===== src/rtl/mem_arbiter.sv =====
// Byte-wide RAM port arbiter shared by the instruction cache (word fetches) and
// the load/store buffer. It serves one transaction at a time and splits it into byte accesses.
module mem_arbiter (
    input  logic        clk,
    input  logic        rst,
    input  logic        rdy,
    input  logic        rollback,
    input  logic [7:0]  mem_din,
    output logic [7:0]  mem_dout,
    output logic [31:0] mem_a,
    output logic        mem_wr,
    input  logic        io_buffer_full,
    input  logic        IC_req,
    input  logic [31:0] IC_addr,
    output logic        IC_done,
    output logic [31:0] IC_data,
    input  logic        LS_req,
    input  logic        LS_wr,
    input  logic [31:0] LS_addr,
    input  logic [1:0]  LS_size,
    input  logic [31:0] LS_wdata,
    output logic        LS_done,
    output logic [31:0] LS_rdata
);

    localparam logic [1:0] S_IDLE = 2'd0;
    localparam logic [1:0] S_RD   = 2'd1;
    localparam logic [1:0] S_WR   = 2'd2;
    localparam logic [1:0] S_DONE = 2'd3;

    logic [1:0]  state_q, state_d;
    logic [2:0]  cnt_q, cnt_d;
    logic [2:0]  nbytes_q, nbytes_d;
    logic        last_grant_q, last_grant_d;
    logic        owner_q, owner_d;
    logic        wr_q, wr_d;
    logic        io_q, io_d;
    logic [31:0] addr_q, addr_d;
    logic [7:0]  dout_q, dout_d;
    logic [31:0] wdata_q, wdata_d;
    logic [31:0] buf_q, buf_d;
    logic        ic_done_q, ic_done_d;
    logic        ls_done_q, ls_done_d;
    logic [31:0] ic_data_q, ic_data_d;
    logic [31:0] ls_rdata_q, ls_rdata_d;

    logic        grant_ic, grant_ls, wr_stall;
    logic [1:0]  byte_idx;
    logic [31:0] captured;

    // NOTE: every signal assigned here gets a default first so no latch is inferred.
    always_comb begin
        state_d      = state_q;
        cnt_d        = cnt_q;
        nbytes_d     = nbytes_q;
        last_grant_d = last_grant_q;
        owner_d      = owner_q;
        wr_d         = wr_q;
        io_d         = io_q;
        addr_d       = addr_q;
        dout_d       = dout_q;
        wdata_d      = wdata_q;
        buf_d        = buf_q;
        ic_done_d    = ic_done_q;
        ls_done_d    = ls_done_q;
        ic_data_d    = ic_data_q;
        ls_rdata_d   = ls_rdata_q;
        grant_ic     = 1'b0;
        grant_ls     = 1'b0;
        wr_stall     = io_q && io_buffer_full;
        // With one cycle of RAM latency, the byte on mem_din is always the one for cnt-1.
        byte_idx     = cnt_q[1:0] - 2'd1;
        captured     = buf_q;
        captured[{byte_idx, 3'b000} +: 8] = mem_din;

        case (state_q)
            S_IDLE: begin
                if (rdy && !rollback) begin
                    if (IC_req && (!LS_req || last_grant_q)) grant_ic = 1'b1;
                    else if (LS_req)                         grant_ls = 1'b1;
                end
            end
            S_RD: begin
                if (rollback) begin
                    state_d = S_IDLE;
                    cnt_d   = 3'd0;
                end else if (rdy) begin
                    if (cnt_q != 3'd0) buf_d = captured;
                    if (cnt_q == nbytes_q) begin
                        state_d = S_DONE;
                        cnt_d   = 3'd0;
                        if (owner_q) begin
                            ls_done_d  = 1'b1;
                            ls_rdata_d = captured;
                        end else begin
                            ic_done_d  = 1'b1;
                            ic_data_d  = captured;
                        end
                    end else begin
                        cnt_d  = cnt_q + 3'd1;
                        addr_d = addr_q + 32'd1;
                    end
                end
            end
            S_WR: begin
                if (rdy && !wr_stall) begin
                    addr_d  = addr_q + 32'd1;
                    dout_d  = wdata_q[15:8];
                    wdata_d = {8'h00, wdata_q[31:8]};
                    if (cnt_q == nbytes_q - 3'd1) begin
                        state_d   = S_DONE;
                        cnt_d     = 3'd0;
                        ls_done_d = 1'b1;
                    end else begin
                        cnt_d = cnt_q + 3'd1;
                    end
                end
            end
            default: begin
                if (rdy || (rollback && !wr_q)) begin
                    state_d   = S_IDLE;
                    ic_done_d = 1'b0;
                    ls_done_d = 1'b0;
                end
            end
        endcase

        if (grant_ic || grant_ls) begin
            owner_d      = grant_ls;
            last_grant_d = grant_ls;
            cnt_d        = 3'd0;
            buf_d        = 32'd0;
            if (grant_ls) begin
                addr_d   = LS_addr;
                nbytes_d = (LS_size == 2'd0) ? 3'd1 : (LS_size == 2'd1) ? 3'd2 : 3'd4;
                wdata_d  = LS_wdata;
                dout_d   = LS_wdata[7:0];
                wr_d     = LS_wr;
                io_d     = (LS_addr[17:16] == 2'b11);
                state_d  = LS_wr ? S_WR : S_RD;
            end else begin
                addr_d   = IC_addr;
                nbytes_d = 3'd4;
                wr_d     = 1'b0;
                io_d     = (IC_addr[17:16] == 2'b11);
                state_d  = S_RD;
            end
        end
    end

    // NOTE: sequential state uses non-blocking assignments only.
    always_ff @(posedge clk) begin
        if (rst) begin
            state_q      <= S_IDLE;
            cnt_q        <= 3'd0;
            nbytes_q     <= 3'd0;
            last_grant_q <= 1'b1;
            owner_q      <= 1'b0;
            wr_q         <= 1'b0;
            io_q         <= 1'b0;
            addr_q       <= 32'd0;
            dout_q       <= 8'd0;
            wdata_q      <= 32'd0;
            buf_q        <= 32'd0;
            ic_done_q    <= 1'b0;
            ls_done_q    <= 1'b0;
            ic_data_q    <= 32'd0;
            ls_rdata_q   <= 32'd0;
        end else begin
            state_q      <= state_d;
            cnt_q        <= cnt_d;
            nbytes_q     <= nbytes_d;
            last_grant_q <= last_grant_d;
            owner_q      <= owner_d;
            wr_q         <= wr_d;
            io_q         <= io_d;
            addr_q       <= addr_d;
            dout_q       <= dout_d;
            wdata_q      <= wdata_d;
            buf_q        <= buf_d;
            ic_done_q    <= ic_done_d;
            ls_done_q    <= ls_done_d;
            ic_data_q    <= ic_data_d;
            ls_rdata_q   <= ls_rdata_d;
        end
    end

    // While frozen mid-read, re-present the byte still owed so mem_din holds it when rdy returns.
    assign mem_a    = (state_q == S_RD && !rdy && cnt_q != 3'd0) ? addr_q - 32'd1 : addr_q;
    assign mem_wr   = (state_q == S_WR) && rdy && !wr_stall;
    assign mem_dout = dout_q;
    assign IC_done  = ic_done_q;
    assign IC_data  = ic_data_q;
    assign LS_done  = ls_done_q;
    assign LS_rdata = ls_rdata_q;

endmodule


===== config.mk =====
export PLATFORM = sky130hd
export DESIGN_NAME = mem_arbiter
export DESIGN_NICKNAME = d
export VERILOG_FILES = /design/src/rtl/mem_arbiter.sv
export SDC_FILE = /design/constraint.sdc
export NUM_CORES = 1
export LEC_CHECK = 0
export CAP_MARGIN = 10
export CELL_PAD_IN_SITES_DETAIL_PLACEMENT = 1
export CELL_PAD_IN_SITES_GLOBAL_PLACEMENT = 2
export CORE_UTILIZATION = 31
export DETAILED_ROUTE_END_ITERATION = 8
export PLACE_DENSITY_LB_ADDON = 0.1
export SETUP_SLACK_MARGIN = 0.5
export SLEW_MARGIN = 20
export SYNTH_ARGS = -nofsm -noshare
export SYNTH_HDL_FRONTEND = slang
export SYNTH_SLANG_ARGS = --single-unit
export TNS_END_PERCENT = 50

===== constraint.sdc =====
create_clock -name clk -period 7.2 [get_ports clk]
set_clock_uncertainty 0.15 [all_clocks]
set_input_delay 1.44 -clock clk [delete_from_list [all_inputs] [get_ports clk]]
set_output_delay 1.44 -clock clk [all_outputs]
set_load 0.005 [all_outputs]

==> results of run 1 <==
==> cell usage in the layout (no fill, tap or decap), types with 21 or more instances in the layout <==
master | Yosys | final
clkdlybuf4s50_1 | 0 | 219
dfxtp_1 | 174 | 174
nor2_1 | 162 | 162
a211oi_1 | 110 | 109
nand2_1 | 93 | 92
a21oi_1 | 65 | 65
nor2b_1 | 35 | 35
nand3_1 | 32 | 32
inv_1 | 30 | 30
a311oi_1 | 27 | 27
xnor2_1 | 26 | 26
o21ai_0 | 25 | 24
nand4_1 | 22 | 22
nor3_1 | 21 | 21
==> layout make-up <==
| cell class | instances | area share |
|---|---|---|
| Timing Repair Buffer | 236 | 0.195 |
| Inverter | 31 | 0.00978 |
| Sequential cell | 174 | 0.293 |
| Clock buffer | 18 | 0.0369 |
| Clock inverter | 14 | 0.0135 |
| Tap cell | 378 | 0.0398 |
| Multi-Input combinational cell | 797 | 0.412 |
==> per-layer routing <==
layer | global-route usage | routed length [um] | share of wire
met2 | 0.351 | 14400 | 0.45
met4 | 0.0580 | 353 | 0.011
met3 | 0.0416 | 1920 | 0.061
met1 | 0.302 | 15100 | 0.48
met5 | 0 | 0 | 0
==> worst min-delay path by stage <==
stage	startpoint	endpoint	depth (start not counted)
after global placement	wr_q$_SDFFE_PP0P_	wr_q$_SDFFE_PP0P_	2
after global routing	wdata_q[30]$_SDFF_PP0_	wdata_q[22]$_SDFF_PP0_	2
after detailed placement	wr_q$_SDFFE_PP0P_	wr_q$_SDFFE_PP0P_	2
final	wr_q$_SDFFE_PP0P_	wr_q$_SDFFE_PP0P_	2
after CTS	wdata_q[11]$_SDFF_PP0_	mem_dout[3]$_SDFF_PP0_	2
after floorplan	wr_q$_SDFFE_PP0P_	wr_q$_SDFFE_PP0P_	2
==> through the flow <==
| step | util | hold WS (ns) | instance area (um2) | cells |
|---|---|---|---|---|
| 2_1_floorplan | - | 0.287 | 8830 | 1093 |
| 3_3_place_gp | 0.404 | 0.296 | 11300 | 1616 |
| 3_5_place_dp | 0.404 | 0.304 | 11300 | 1616 |
| 4_1_cts | 0.425 | 0.322 | 11900 | 1648 |
| 5_1_grt | 0.426 | 0.344 | 11900 | 1648 |
| 6_report | 0.426 | 0.318 | 11900 | 1648 |
==> critical path, cell delays in order <==
cell             delay, ns
clkdlybuf4s50_1       0.62
nor2b_1               0.44
nand3_1               0.33
nor4_2                0.47
nand3_1               0.16
xnor2_1               0.22
clkdlybuf4s50_1       0.56
==> power breakdown <==
part | internal [mW] | switching (mW) | leakage, nW
combinational | 0.338 | 0.495 | 2.23
sequential | 1.02 | 0.0605 | 1.41
clock | 0.508 | 0.466 | 0.299
total | 1.87 | 1.02 | 3.93
==> state kept, by name (all words and copies together) (netlist names) <==
register and count:
IC_data 32, LS_rdata 32, addr_q 32, buf_q 32, wdata_q 24, mem_dout 8
cnt_q 3, nbytes_q 3, state_q 2, IC_done 1, LS_done 1, io_q 1
last_grant_q 1, owner_q 1, wr_q 1
==> cell families after synthesis <==
logic type | count (synthesis)
buffers and inverters | 122
DFF | 174
xor gates and xnor gates | 38
and+or+nand+nor | 429
AOI/OAI and AO/OA | 315
muxes | 3
adders and majority gates | 12
==> metrics.cfg, run 1 <==
[power]
vdd_drop_max_mv = 0.116
leakage_nw = 3.93
p_per_area_mw_per_mm2 = 243
p_total_mw = 2.89

[logic_synthesis]
syn_nets = 1219
synth_edf_count = 0
synthMuxAreaShare = 0.00340
synth_compound_area_frac = 0.255
yosysWarnings = 0
synth_common_cells = dfxtp_1 (174), nor2_1 (162), a211oi_1 (110)
synth_cells = 1093
synthAdderAreaFrac = 0.0170
synth_top_area_frac = 0.394
netlist_area_mm2 = 0.00883
yosysTopAreaCell = dfxtp_1
seq_area_frac_synth = 0.394
synth_top_family_by_area = compound AO/OA/AOI/OAI gates
synth-xor-area-share = 0.0392
ys_types = 70
synthTopCellsByArea = dfxtp_1 (39%), a211oi_1 (9.3%), nor2_1 (6.9%)
synth_async_sr_flop_share = 0
synth_top_flop_cell = dfxtp_1
synth_most_common_cell = dfxtp_1
synth_simple_gate_area_frac = 0.236
syn_avg_cell_area_um2 = 8.08
ys_ff_latch = 174

[final_layout]
layout-drive-gt1-share = 0.0591
final-seq-area_mm2 = 0.00348
final_nets = 1383
syn2layout_area_growth_pct = 34.7
n_fill_cell = 3315
diodes = 0
multi_input_area_mm2 = 0.00490

[cts]
numCtsBuffers = 17
cts_root_buffer = clkbuf_16
tritoncts = done
clk_path_buf_depth = 2
clock_latency_ns = 0.44
cts_setup_buffers = 0
htree_levels = 4
cts_resized = 0
clock-sinks = 174
postCtsHoldBufs = 0
path_clk_slew_ns = 0.07

[timing]
fin_crit_ns = 5.86
timing.final.crit_share = 0.813
slew_viol_final = 0
max_freq_ghz = 0.171
final-hold-violation-count = 0
setup_viol = 0
slew_headroom = 0.312
setup_ws_ns = 1.34
rsz0062_at_grt = false
tightest_slew_ns = 1.02
setup_tns_ns = 0

[detailed_routing]
drtAntennaViolNets = 0
drc = 0
vias = 8748
drt_iter0_drc = 551
drtPass1Iterations = 4
wire_per_inst_um = 19.3
wl_mm = 31.8
vias_per_cell = 5.31

[grt]
grt_antenna_before_repair = 0
grt_overflow = 0
grt_pass1_wl_mm = 50.0
grt_max_degree = 82
grt_pass1_vias = 8815
grt_usage = 0.220

[setup_path]
crit_type = input port to output port
startpoint = rdy
r2r_cells = 8
cp-end-kind = output port
crit_fanout = 14
rr_startpoint = state_q[0]$_SDFFE_PP0P_
r2r_setup_slack_ns = 4.17
worst_r2r_endpoint = addr_q[16]$_SDFFE_PP0P_
cp.arrival_ns = 4.27
start_kind = input port
crit_end = mem_a[31]
crit_required_ns = 5.61

[run]
drv_cap = 0

[die]
core_area_mm2 = 0.0279
die_width_um = 171
initial_utilization = 0.316
die_area_mm2 = 0.0292
ioPinCount = 221
rows = 61
fp.dieH_um = 171

[place]
dp_hpwl_mm = 22.3
numPortBuffers = 220
gp_congestion = 0.787
dp_slack_ns = 1.38

[status]
outcome = complete, no violations

[min_path]
hp-class = flop to flop

Power figures use the tool's default switching activity.
==> run 2, diff against run 1 <==
- CORE_UTILIZATION: 31 -> 26
- clock period: 7.2 -> 4.89 ns (I/O delays scaled with it)
==> run 2 against run 1 <==
Compared with the run above: routed wire length increased by 7.5%; flip-flop and latch count is the same; via count rose by 1.6%; largest cell class unchanged; power increased by 47%; highest routed layer unchanged; clock power up 41%; die area up 19%; clock-buffer cell count is 1 lower; non-clock buffer count grew 14; combinational power increased by 56%.
==> metrics.cfg, run 2 (synthesized netlist as in run 1, its figures left out) <==
[grt]
grt_pass1_vias = 9026
grt_overflow = 0
grt_antenna_before_repair = 0
grt_max_degree = 67
grt_pass1_wl_mm = 54.6
use_met3 = 0.0389
top_usage_layer = met2
grt.met2_usage = 0.313
use_met1 = 0.278
grt_usage = 0.198

[cts]
numCtsBuffers = 17
cts_root_buffer = clkbuf_16
clock-sinks = 174
postCtsHoldBufs = 0
htree_levels = 4
tritoncts = done
clock_latency_ns = 0.43
clk_path_buf_depth = 2
path_clk_slew_ns = 0.08

[timing]
rsz0062_at_grt = true
fin_crit_ns = 4.30
max_freq_ghz = 0.233
slew_headroom = 0.296
final-hold-violation-count = 0
setup_viol = 0
timing.final.crit_share = 0.879
slew_viol_final = 0
setup_tns_ns = 0
holdWs_ns = 0.318
tightest_slew_ns = 1.05

[setup_path]
cp_num_buf_inv = 3
crit_required_ns = 3.76
cp-end-kind = output port
slowest_delay_ns = 0.63
cp.arrival_ns = 3.17
crit_type = flop to output port
crit_chain = or4_1, nand4b_1, buf_4, nor4_2, buf_4, and2b_1, xnor2_1, clkdlybuf4s50_1
cp_top_family = simple AND/OR/NAND/NOR gates
crit_fanout = 10
start_kind = flop
timing.critical_path.mode_cell = buf_4
cp_slowest_cell = or4_1

[detailed_routing]
drtAntennaViolNets = 0
drt_iter0_drc = 540
vias_per_cell = 5.13
wl_mm = 34.1
vias = 8887
drc = 0
wire_per_inst_um = 19.7
drtPass1Iterations = 4

[place]
numPortBuffers = 220
dp.cells = 1698
dp_hpwl_mm = 24.4
gp_congestion = 0.761
dpl_cell_area_mm2 = 0.0115

[die]
core_area_mm2 = 0.0334
fp.dieH_um = 186
die_width_um = 186
rows = 67
initial_utilization = 0.264
die_area_mm2 = 0.0347
ioPinCount = 221

[status]
outcome = complete, no violations

[power]
vdd_drop_max_mv = 0.254
p_per_area_mw_per_mm2 = 351
leakage_nw = 3.99

[final_layout]
mostFrequentLayoutCells = clkdlybuf4s50_1 (218), dfxtp_1 (171), nor2_1 (162), a211oi_1 (109), nand2_1 (92)
layout-drive-gt1-share = 0.0779
design_area_mm2 = 0.0121
final_common_cell = clkdlybuf4s50_1
utilization = 0.362
syn2layout_area_growth_pct = 37.0
diodes = 0
final_nets = 1397
final_cells = 1732

[min_path]
hp-class = flop to flop

[run]
drv_cap = 0

==> run 2: cell count changes in the layout (fill, tap and decap cells not counted), sizes merged <==
cell,delta
buf,+14
clkinv,+3
inv,-3
clkinvlp,+2
bufinv,-1
clkbuf,-1
clkdlybuf4s50,-1
dlymetal6s2s,+1
==> run 2: routing by layer <==
layer / share of wire / vias to the layer above
met5: 0 / -
met4: 0.0074 / 0
met3: 0.046 / 13
met2: 0.45 / 187
met1: 0.49 / 4350
li1: - / 4337
==> run 2: through the flow <==
step	total power, mW	setup WS [ns]
finish	4.24	0.591
CTS	4.30	0.492
floorplan	2.31	1.72
detailed placement	2.89	0.330
global placement	2.88	0.345
global route	4.49	0.479
==> run 2: repair_timing <==
item                       CTS  global route
setup endpoints to repair   12            12
resized for setup            4            11
pin swaps                    1             0
buffers inserted             2             0
cloned                       0             0
==> run 2: path summary, 6_finish.rpt <==
| check | start | to | slack [ns] | cells past startpoint |
|---|---|---|---|---|
| worst max-delay path | addr_q[6]$_SDFFE_PP0P_ | mem_a[29] | 0.59 | 8 |
| worst min-delay path | wr_q$_SDFFE_PP0P_ | wr_q$_SDFFE_PP0P_ | 0.32 | 2 |
| worst max register to register | addr_q[0]$_SDFFE_PP0P_ | addr_q[24]$_SDFFE_PP0P_ | 1.94 | 6 |
| worst min register to register | wr_q$_SDFFE_PP0P_ | wr_q$_SDFFE_PP0P_ | 0.32 | 2 |
==> run 2: cell type report <==
type	count	area, um2
well taps	448	561
clock inverters	15	145
multi-input cells	797	4930
repair buffers	250	2440
flip-flops and latches	174	3490
inverters	31	116
fillers	3904	21300
clock buffers	17	425
==> run 2: tightest hold or removal path: stages (launching register included) <==
cell,delay [ns]
dfxtp_1,0.32
nand2_1,0.05
a21oi_1,0.05
==> run 2: report_power, final <==
part	total, mW	internal (mW)	switching, mW
Sequential	1.58	1.50	0.0739
Clock	1.37	0.677	0.690
Combinational	1.30	0.525	0.775
Total	4.24	2.71	1.54
